$ cat src/rtl/sync_filter.sv
// Multi-channel pad-boundary input conditioner: per-channel synchronizer chain,
// debounce filter and registered rise/fall pulses on the filtered level.
module sync_filter #(
  parameter int                  CHANNELS    = 4,
  parameter int                  SYNC_STAGES = 2,
  parameter int                  FILTER_CNT  = 4,
  parameter logic [CHANNELS-1:0] RESET_VAL   = '0
) (
  input  logic                clk,
  input  logic                rst,
  input  logic                en,
  input  logic [CHANNELS-1:0] din,
  output logic [CHANNELS-1:0] sync_out,
  output logic [CHANNELS-1:0] dout,
  output logic [CHANNELS-1:0] rise,
  output logic [CHANNELS-1:0] fall
);

  localparam int            CW       = $clog2(FILTER_CNT + 1);
  localparam logic [CW-1:0] CNT_LAST = CW'(FILTER_CNT - 1);

  generate
    if (CHANNELS < 1 || SYNC_STAGES < 2 || FILTER_CNT < 1) begin : g_param_check
      $error("sync_filter: CHANNELS>=1, SYNC_STAGES>=2 and FILTER_CNT>=1 are required");
    end
  endgenerate

  logic [CHANNELS-1:0] sync_q [SYNC_STAGES];
  logic [CW-1:0]       cnt    [CHANNELS];

  // Synchronizer chain runs every clock; en only qualifies the filter.
  always_ff @(posedge clk or posedge rst) begin
    if (rst) begin
      // NOTE: every stage is reset to RESET_VAL so release cannot look like an edge on the line.
      for (int s = 0; s < SYNC_STAGES; s++) sync_q[s] <= RESET_VAL;
    end else begin
      // NOTE: non-blocking assignments let the loop shift the whole chain by exactly one stage.
      sync_q[0] <= din;
      for (int s = 1; s < SYNC_STAGES; s++) sync_q[s] <= sync_q[s-1];
    end
  end

  assign sync_out = sync_q[SYNC_STAGES-1];

  // A channel is PENDING while sync_out differs from dout; the counter tracks
  // qualified samples of the new level and dout flips on the last one.
  always_ff @(posedge clk or posedge rst) begin
    if (rst) begin
      dout <= RESET_VAL;
      rise <= '0;
      fall <= '0;
      for (int i = 0; i < CHANNELS; i++) cnt[i] <= '0;
    end else begin
      rise <= '0;
      fall <= '0;
      for (int i = 0; i < CHANNELS; i++) begin
        if (sync_out[i] == dout[i]) begin
          cnt[i] <= '0;
        end else if (en) begin
          if (cnt[i] == CNT_LAST) begin
            dout[i] <= sync_out[i];
            rise[i] <= sync_out[i];
            fall[i] <= ~sync_out[i];
            cnt[i]  <= '0;
          end else begin
            cnt[i] <= cnt[i] + 1'b1;
          end
        end
      end
    end
  end

endmodule
$ cat config.mk
export PLATFORM = sky130hd
export DESIGN_NAME = sync_filter
export DESIGN_NICKNAME = d
export VERILOG_FILES = /design/src/rtl/sync_filter.sv
export SDC_FILE = /design/constraint.sdc
export NUM_CORES = 1
export LEC_CHECK = 0
export ABC_CLOCK_PERIOD_IN_PS = 2180
export BUFFER_PORTS_ARGS = -buffer_cell sky130_fd_sc_hd__clkbuf_2
export CAP_MARGIN = 10
export CORE_MARGIN = 4
export CORE_UTILIZATION = 30
export CTS_BUF_LIST = sky130_fd_sc_hd__clkbuf_8
export DETAILED_ROUTE_END_ITERATION = 10
export GPL_TIMING_DRIVEN = 0
export SYNTH_ARGS = -nofsm -noshare
export SYNTH_HDL_FRONTEND = slang
export SYNTH_SLANG_ARGS = --single-unit
$ cat constraint.sdc
create_clock -name clk -period 2.18 [get_ports clk]
set_input_delay 0.327 -clock clk [delete_from_list [all_inputs] [get_ports clk]]
set_output_delay 0.327 -clock clk [all_outputs]
set_load 0.02 [all_outputs]
; ---- Yosys cells after proc, flatten, opt, wreduce, memory -nomap -nowiden
; Cells that the tools add are included.
[totals]
regBits = 32
inputBits = 7
elab_cells = 76
[classes]
n_addsub = 4
eq_ne = 8
muxes = 36
n_bitwise = 8
n_reduce_logical = 8
[op_table]
columns = cell, count
row1 = $mux 3, 12
row2 = $mux 1, 24
row3 = $add 3x1->3 const B, 4
row4 = $eq 3x2->1 const B, 4
row5 = $reduce_and 3->1, 4
row6 = $not 1->1, 8
row7 = $reduce_bool 2->1, 4
row8 = $eq 1x1->1, 4

; ---- Longest topological paths before layout
; Gate-level depths: netlist (run 1).
[depth]
word_depth = 4
depth_mapped = 5
ltp_nobuf = 4

; ---- Worst setup path before layout (run 1)
; Ideal clock, no wire load.
[synth_timing]
kind = flip-flop to flip-flop
start = register cnt[3] in the netlist's numbering
end = register dout[2]
setup_ns = 0.125
t_arrival_ns = 1.020
required_ns = 2.055
setup_slack_ns = 1.035
stages_incl_launch_ff = 4
n_path_buf = 0
path_cell_list = dfrtp_1 > ha_1 > nand3b_4 > mux2_2
[synth_via]
elab_chain_len = 2
[synth_rtl]
columns = item, line_no
row1 = from (decl), 29  ; logic [CW-1:0] cnt [CHANNELS];
row2 = "from (signal, indexed assignment)", 66  ; cnt[i] <= cnt[i] + 1'b1;
row3 = $eq 3x2->1, 60  ; if (cnt[i] == CNT_LAST) begin
row4 = $reduce_and 3->1 (no line), n/a
row5 = "to (signal, indexed assignment)", 61  ; dout[i] <= sync_out[i];
row6 = to (decl), 14  ; output logic [CHANNELS-1:0] dout,
; No other way between the ends.
; A chain may end at the register's enable or synchronous reset.

; ---- Worst setup path after layout (run 1)
[layout_timing]
start = register sync_q (netlist bit sync_out[0])
end = output sync_out[0]
[layout_lines]
columns = item, line_no
row1 = from (decl), 28  ; logic [CHANNELS-1:0] sync_q [SYNC_STAGES];
row2 = to (decl), 13  ; output logic [CHANNELS-1:0] sync_out,
; No word-level cell between the ends.

==> flow_summary.toml, run 1 <==
[die]
core_um2 = 4324
die_y_um = 74.77
dieArea_um2 = 5591
start_util_pct = 30.93
row_count = 24
io_pins = 23
die_x_um = 74.77

[pwr]
p_switching_uw = 476.3
pwr-share-clk_pct = 29.3
finalPower_uw = 1620
ir_worst_vdd_uv = 577.0
pwr-share-seq_pct = 48.0
p_int_uw = 1143
p_comb_share_pct = 22.7
switching_share_pct = 29.41
power.density_nw_per_um2 = 989.7
power_leakage_uw = 0.0007950

[place]
gp_congestion = 0.6464
dpl.hpwl_mm = 1.553
io_buffers = 22
dpl_cell_area_um2 = 1513
dp.cells = 178

[sta]
slew_headroom_pct = 70.59
slew_viol_final = 0
fmax_mhz = 754.2
fin_crit_ns = 1.326
hold_viol_final = 0
fin_tns_setup_ns = 0
rsz0062_at_grt = "false"
max_slew.worst_pin.slew_ns = 0.4407
setup_viol = 0
fin_crit_sh_pct = 60.82
fin_skew_ns = 0.003613

[layout]
drive_above_1_share_pct = 32.84
fin_nets = 145
post-route-cell-area_um2 = 1637
register_area_um2 = 800.8
area_delta_synth_final_pct = 22.36
final_util_pct = 37.85
diodes = 0
multi_input_comb_area_um2 = 464.2
fillers = 433
stdcell_count = 186

[cts]
cts.sinks = 32
cts_tree = "yes"
htree_levels = 2
cts_resized = 0
ctsHoldBuffers = 0
numCtsBuffers = 5
root_buffer = "clkbuf_8"
clk_pin_slew_ns = 0.06
cts_buffer_depth = 2
clkLatencyLatePin_ns = 0.27
post_cts_buffers = 0

[logic_synthesis]
syn_nets = 115
yosys_warnings = 0
syn_area_um2 = 1338
ys_ff_latch = 32
synth.yosys.seq_area_share_pct = 59.87
synth.avg_cell_area_um2 = 12.86
syn_inst = 104
ys_types = 26

[route]
drt-initial-drc-count = 13
firstDrtPassIters = 3
drc = 0
viasPerCell = 4.382
dr_total_vias = 815
wl_per_cell_um = 11.55
ant_nets = 0
drt-total-wl_mm = 2.148

[worst_hold_path]
hp-class = "in -> async"

[worst_setup_path]
crit_path_end_kind = "output port"
crit_path_start_kind = "flop"
cpPeakStageDelay_ns = 0.43
cp_cell_sequence = "buf_4, clkbuf_2"
crit_buf_inv = 2
required_ns = 1.85
critPathTopFamily = "flip-flops"
arrival_ns = 1.00
path_max_fanout = 4
crit_type = "reg -> out"
slowest_stage = "dfrtp_1"

[global_route]
grt_pass1_wl_mm = 3.829
grt-ovfl-total = 0
grt_max_degree = 33
first_global_vias = 913
antenna_found_initial = 0
grt_usage_pct = 9.251

[job]
maxCapViolations = 0

[status]
status = "completed"
cell type report:
cell class | count | share of cell area [%]
Buffer | 6 | 3.746
Clock buffer | 7 | 5.887
Inverter | 3 | 0.6881
Multi-Input combinational cell | 63 | 28.36
Sequential cell | 32 | 48.93
Tap cell | 52 | 3.976
Timing Repair Buffer | 23 | 8.410
synthesized netlist by cell type:
| cell type | count | area, um2 |
|---|---|---|
| dfrtp_1 | 32 | 800.8 |
| nand2b_1 | 11 | 68.82 |
| a21oi_1 | 7 | 35.03 |
| nand2_1 | 7 | 26.28 |
| nor2_1 | 6 | 22.52 |
| buf_4 | 4 | 30.03 |
| ha_1 | 4 | 50.05 |
| nand3b_1 | 4 | 30.03 |
| xnor2_1 | 4 | 35.03 |
| inv_1 | 3 | 11.26 |
| nand3_1 | 3 | 15.01 |
| mux2_2 | 2 | 22.52 |
| nor3b_1 | 2 | 15.01 |
| nor4_1 | 2 | 12.51 |
| nor4b_1 | 2 | 17.52 |
| buf_12 | 1 | 20.02 |
| buf_6 | 1 | 11.26 |
| mux2i_1 | 1 | 10.01 |
| nand2_4 | 1 | 11.26 |
| nand3b_4 | 1 | 20.02 |
| nor4b_2 | 1 | 15.01 |
| nor4b_4 | 1 | 23.77 |
| o21ai_0 | 1 | 5.000 |
| o21ai_2 | 1 | 8.760 |
| o31ai_1 | 1 | 7.510 |
| o31ai_2 | 1 | 12.51 |
stage by stage:
step           setup slack (ns)  hold WS [ns]
6_report                 0.8541       0.02603
5_1_grt                  0.8103       0.03605
3_5_place_dp             0.7520        0.3373
2_1_floorplan             1.035        0.3312
4_1_cts                  0.8361        0.1466
3_3_place_gp             0.7866        0.3334
sequential cells by signal, indices dropped and copies added (netlist names):
signal / flops
cnt: 12
dout: 4
fall: 4
rise: 4
sync_out: 4
sync_q: 4
cell families after synthesis:
family	Yosys count	share of synthesized area, %
adder cells (fa/ha/maj)	4	3.742
buffers and inverters	9	5.426
AO/OA/AOI/OAI	11	5.145
multiplexers	3	2.432
flip-flops	32	59.87
XOR/XNOR	4	2.619
AND/OR/NAND/NOR	41	20.77
power groups by stage:
| stage | sequential (uW) | clock [uW] | combinational (uW) |
|---|---|---|---|
| after floorplan | 812 | 0 | 231 |
| after global placement | 777 | 0 | 342 |
| after detailed placement | 790 | 0 | 364 |
| after CTS | 779 | 493 | 366 |
| after global routing | 795 | 521 | 404 |
| final | 777 | 475 | 367 |
worst paths after layout:
check | slack (ns) | depth (start not counted) | to | start
max reg2reg | 0.97 | 3 | dout[2]$_DFFE_PP0P_ | cnt[3]$_DFFE_PP0P_
max | 0.85 | 2 | sync_out[0] | sync_out[0]$_DFF_PP0_
min reg2reg | 0.35 | 0 | sync_out[1]$_DFF_PP0_ | sync_q[5]$_DFF_PP0_
min | 0.03 | 2 | sync_q[6]$_DFF_PP0_ | rst
min in group clk | 0.16 | 1 | sync_q[6]$_DFF_PP0_ | din[2]
max in group asynchronous | 1.69 | 3 | cnt[10]$_DFFE_PP0P_ | rst
layer usage:
metal	vias to the layer above	GRT usage (%)	share of wire, %	wire length, um
met2	16	15.22	52	1112
li1	406	-	-	-
met4	0	5.731	1.8	38
met3	4	3.338	4.8	104
met5	-	0	0	0
met1	389	10.17	42	893
cells in the final DEF, fill, tap and decap left out, types with 4 or more instances in the layout:
master,instances
dfrtp_1,32
clkbuf_2,22
nand2b_1,11
nand2_1,7
a21oi_1,7
clkbuf_8,7
nor2_1,6
xnor2_1,4
nand3b_1,4
ha_1,4
buf_4,4
(Power assumes the default switching activity.)
==> inputs of run 2 (changes only) <==
Settings changed: ABC_AREA set to 1, ABC_CLOCK_PERIOD_IN_PS 2180 to 1200.
Clock period 2.18 ns to 1.2 ns, I/O delays scaled along.
==> run 2 against run 1 <==
Against the previous run: the run now ends with hold timing left; global-route usage fell by 0.59 points; critical path depth did not move; via count rose by 22%; die area rose by 2.3%; synthesized area rose by 2.6%; sequential share of layout area fell by 1.9 points; clock power rose by 57%; critical path type unchanged.
==> flow_summary.toml, run 2 <==
[status]
status = "finished, violations left"
violations = "hold timing"

[place]
dpl.hpwl_mm = 1.561
dp.cells = 219
gp_congestion = 0.7308
dpl_cell_area_um2 = 1570
io_buffers = 21

[route]
firstDrtPassIters = 4
drt-total-wl_mm = 2.112
drc = 0
ant_nets = 0
viasPerCell = 4.272
drt-initial-drc-count = 46
dr_total_vias = 991
wl_per_cell_um = 9.103

[cts]
clk_pin_slew_ns = 0.06
cts_tree = "yes"
clkLatencyLatePin_ns = 0.28
cts_buffer_depth = 2
numCtsBuffers = 5
htree_levels = 2
cts.sinks = 32
root_buffer = "clkbuf_8"

[global_route]
antenna_found_initial = 0
grt_usage_pct = 8.666
grt-ovfl-total = 0
first_global_vias = 868
grt_pass1_wl_mm = 3.684
grt_max_degree = 18

[sta]
hold_viol_final = 15
fmax_mhz = 863.6
setup_viol = 0
max_slew.worst_pin.slew_ns = 0.6777
timing.hold.ws_ns = -0.02024
rsz0062_at_grt = "false"
fin_crit_sh_pct = 96.50
slew_headroom_pct = 54.77
fin_skew_ns = 0.003456
fin_crit_ns = 1.158
slew_viol_final = 0

[worst_setup_path]
crit_type = "reg -> out"
crit_path_end_kind = "output port"
reg2reg_slack_ns = 0.14
arrival_ns = 0.98
path_max_fanout = 5
crit_path_start_kind = "flop"
required_ns = 1.02

[layout]
area_delta_synth_final_pct = 24.16
fillers = 454
drive_above_1_share_pct = 24.44
final_util_pct = 38.87
register_area_um2 = 802.0
stdcell_count = 232
fin_nets = 191
multi_input_comb_area_um2 = 431.7
largest_register_ffs = 12
layout_common_cells = "nand2_1, dfrtp_1, inv_1, clkbuf_2, nor2_1"
post-route-cell-area_um2 = 1704
regMostFlops = "cnt"
mostFrequentLayoutCell = "nand2_1"
diodes = 0

[pwr]
ir_worst_vdd_uv = 532.8
power_leakage_uw = 0.0009083
power.density_nw_per_um2 = 1712
finalPower_uw = 2917

[job]
maxCapViolations = 0

[die]
io_pins = 23
die_y_um = 75.64
core_um2 = 4384
die_x_um = 75.64
start_util_pct = 31.31
row_count = 24
dieArea_um2 = 5721

[worst_hold_path]
hp-class = "in -> async"

[logic_synthesis]
synth_top_area_share_pct = 58.34
synth.avg_cell_area_um2 = 9.466
synth.area.top_cells = "dfrtp_1, nand2_1, inv_1"
syn_inst = 145
syn_area_um2 = 1373
syn_nets = 156
ys_ff_latch = 32
yosys_warnings = 0
synthTopCellsByCount = "nand2_1, dfrtp_1, inv_1"
synth_most_common_cell = "nand2_1"
ys_types = 19
synth.yosys.seq_area_share_pct = 58.34
synth_largest_area_cell = "dfrtp_1"
synth_edf_count = 0
ys.flop_type = "dfrtp_1"
postSynth.asyncResetShare_pct = 100.0
[run 2: changes by cell type in the layout (fill, tap and decap cells not counted), sizes merged, moves of 5 or more]
cell / delta
nor2: +8
nand2b: -11
nand3b: -5
inv: +19
nand2: +39
[run 2: critical path: stages, from the launching register on]
cell,delay (ns)
dfrtp_1,0.42
buf_4,0.14
clkbuf_2,0.14
[run 2: what timing repair did]
action	in CTS	in global routing
hold buffers	4	0
hold endpoints to repair	4	0
setup endpoints to repair	1	2
buffers inserted	0	2
gates resized for setup	1	0
pin swaps	0	0
[run 2: per-stage QoR]
step	setup slack (ns)	TNS, ns
6_report	0.04205	0
5_1_grt	0.002378	0
4_1_cts	0.003502	0
3_5_place_dp	0.1580	0
3_3_place_gp	-0.1380	-4.378
2_1_floorplan	0.2315	0
[run 2: final timing paths]
path,start,to,depth (start not counted)
setup / recovery,sync_out[2]$_DFF_PP0_,sync_out[2],2
hold / removal,rst,sync_q[5]$_DFF_PP0_,2
setup reg to reg,cnt[0]$_DFFE_PP0P_,dout[3]$_DFFE_PP0P_,5
hold reg to reg,sync_q[7]$_DFF_PP0_,sync_out[3]$_DFF_PP0_,0
max in group asynchronous,rst,rise[2]$_DFF_PP0_,3
min in group clk,en,rise[0]$_DFF_PP0_,3
[run 2: cell families after synthesis]
| family | Yosys count | share of synthesized area [%] |
|---|---|---|
| AO/OA/AOI/OAI | 7 | 2.552 |
| XOR/XNOR | 2 | 1.276 |
| adder cells (fa/ha/maj) | 4 | 3.646 |
| buffers and inverters | 27 | 10.21 |
| flip-flops | 32 | 58.34 |
| AND/OR/NAND/NOR | 73 | 23.97 |
[run 2: final cells by class]
class                   count  share of cell area [%]
clock inverters             2                  0.5140
flip-flops and latches     32                   47.06
clock buffers               5                   4.038
repair buffers             28                   11.01
multi-input cells          86                   25.33
well taps                  52                   3.818
inverters                  21                   4.626
plain buffers               6                   3.598
[run 2: metal layers]
layer / vias to the layer above / GRT usage [%] / routed length, um
met1: 467 / 10.07 / 865
met2: 12 / 13.33 / 1099
li1: 508 / - / -
met5: - / 0 / 0
met3: 4 / 3.562 / 107
met4: 0 / 5.243 / 40
[run 2: power by group]
part / internal [uW] / switching [uW]
Combinational: 299 / 462
Clock: 385 / 361
Sequential: 1260 / 146
Total: 1950 / 970
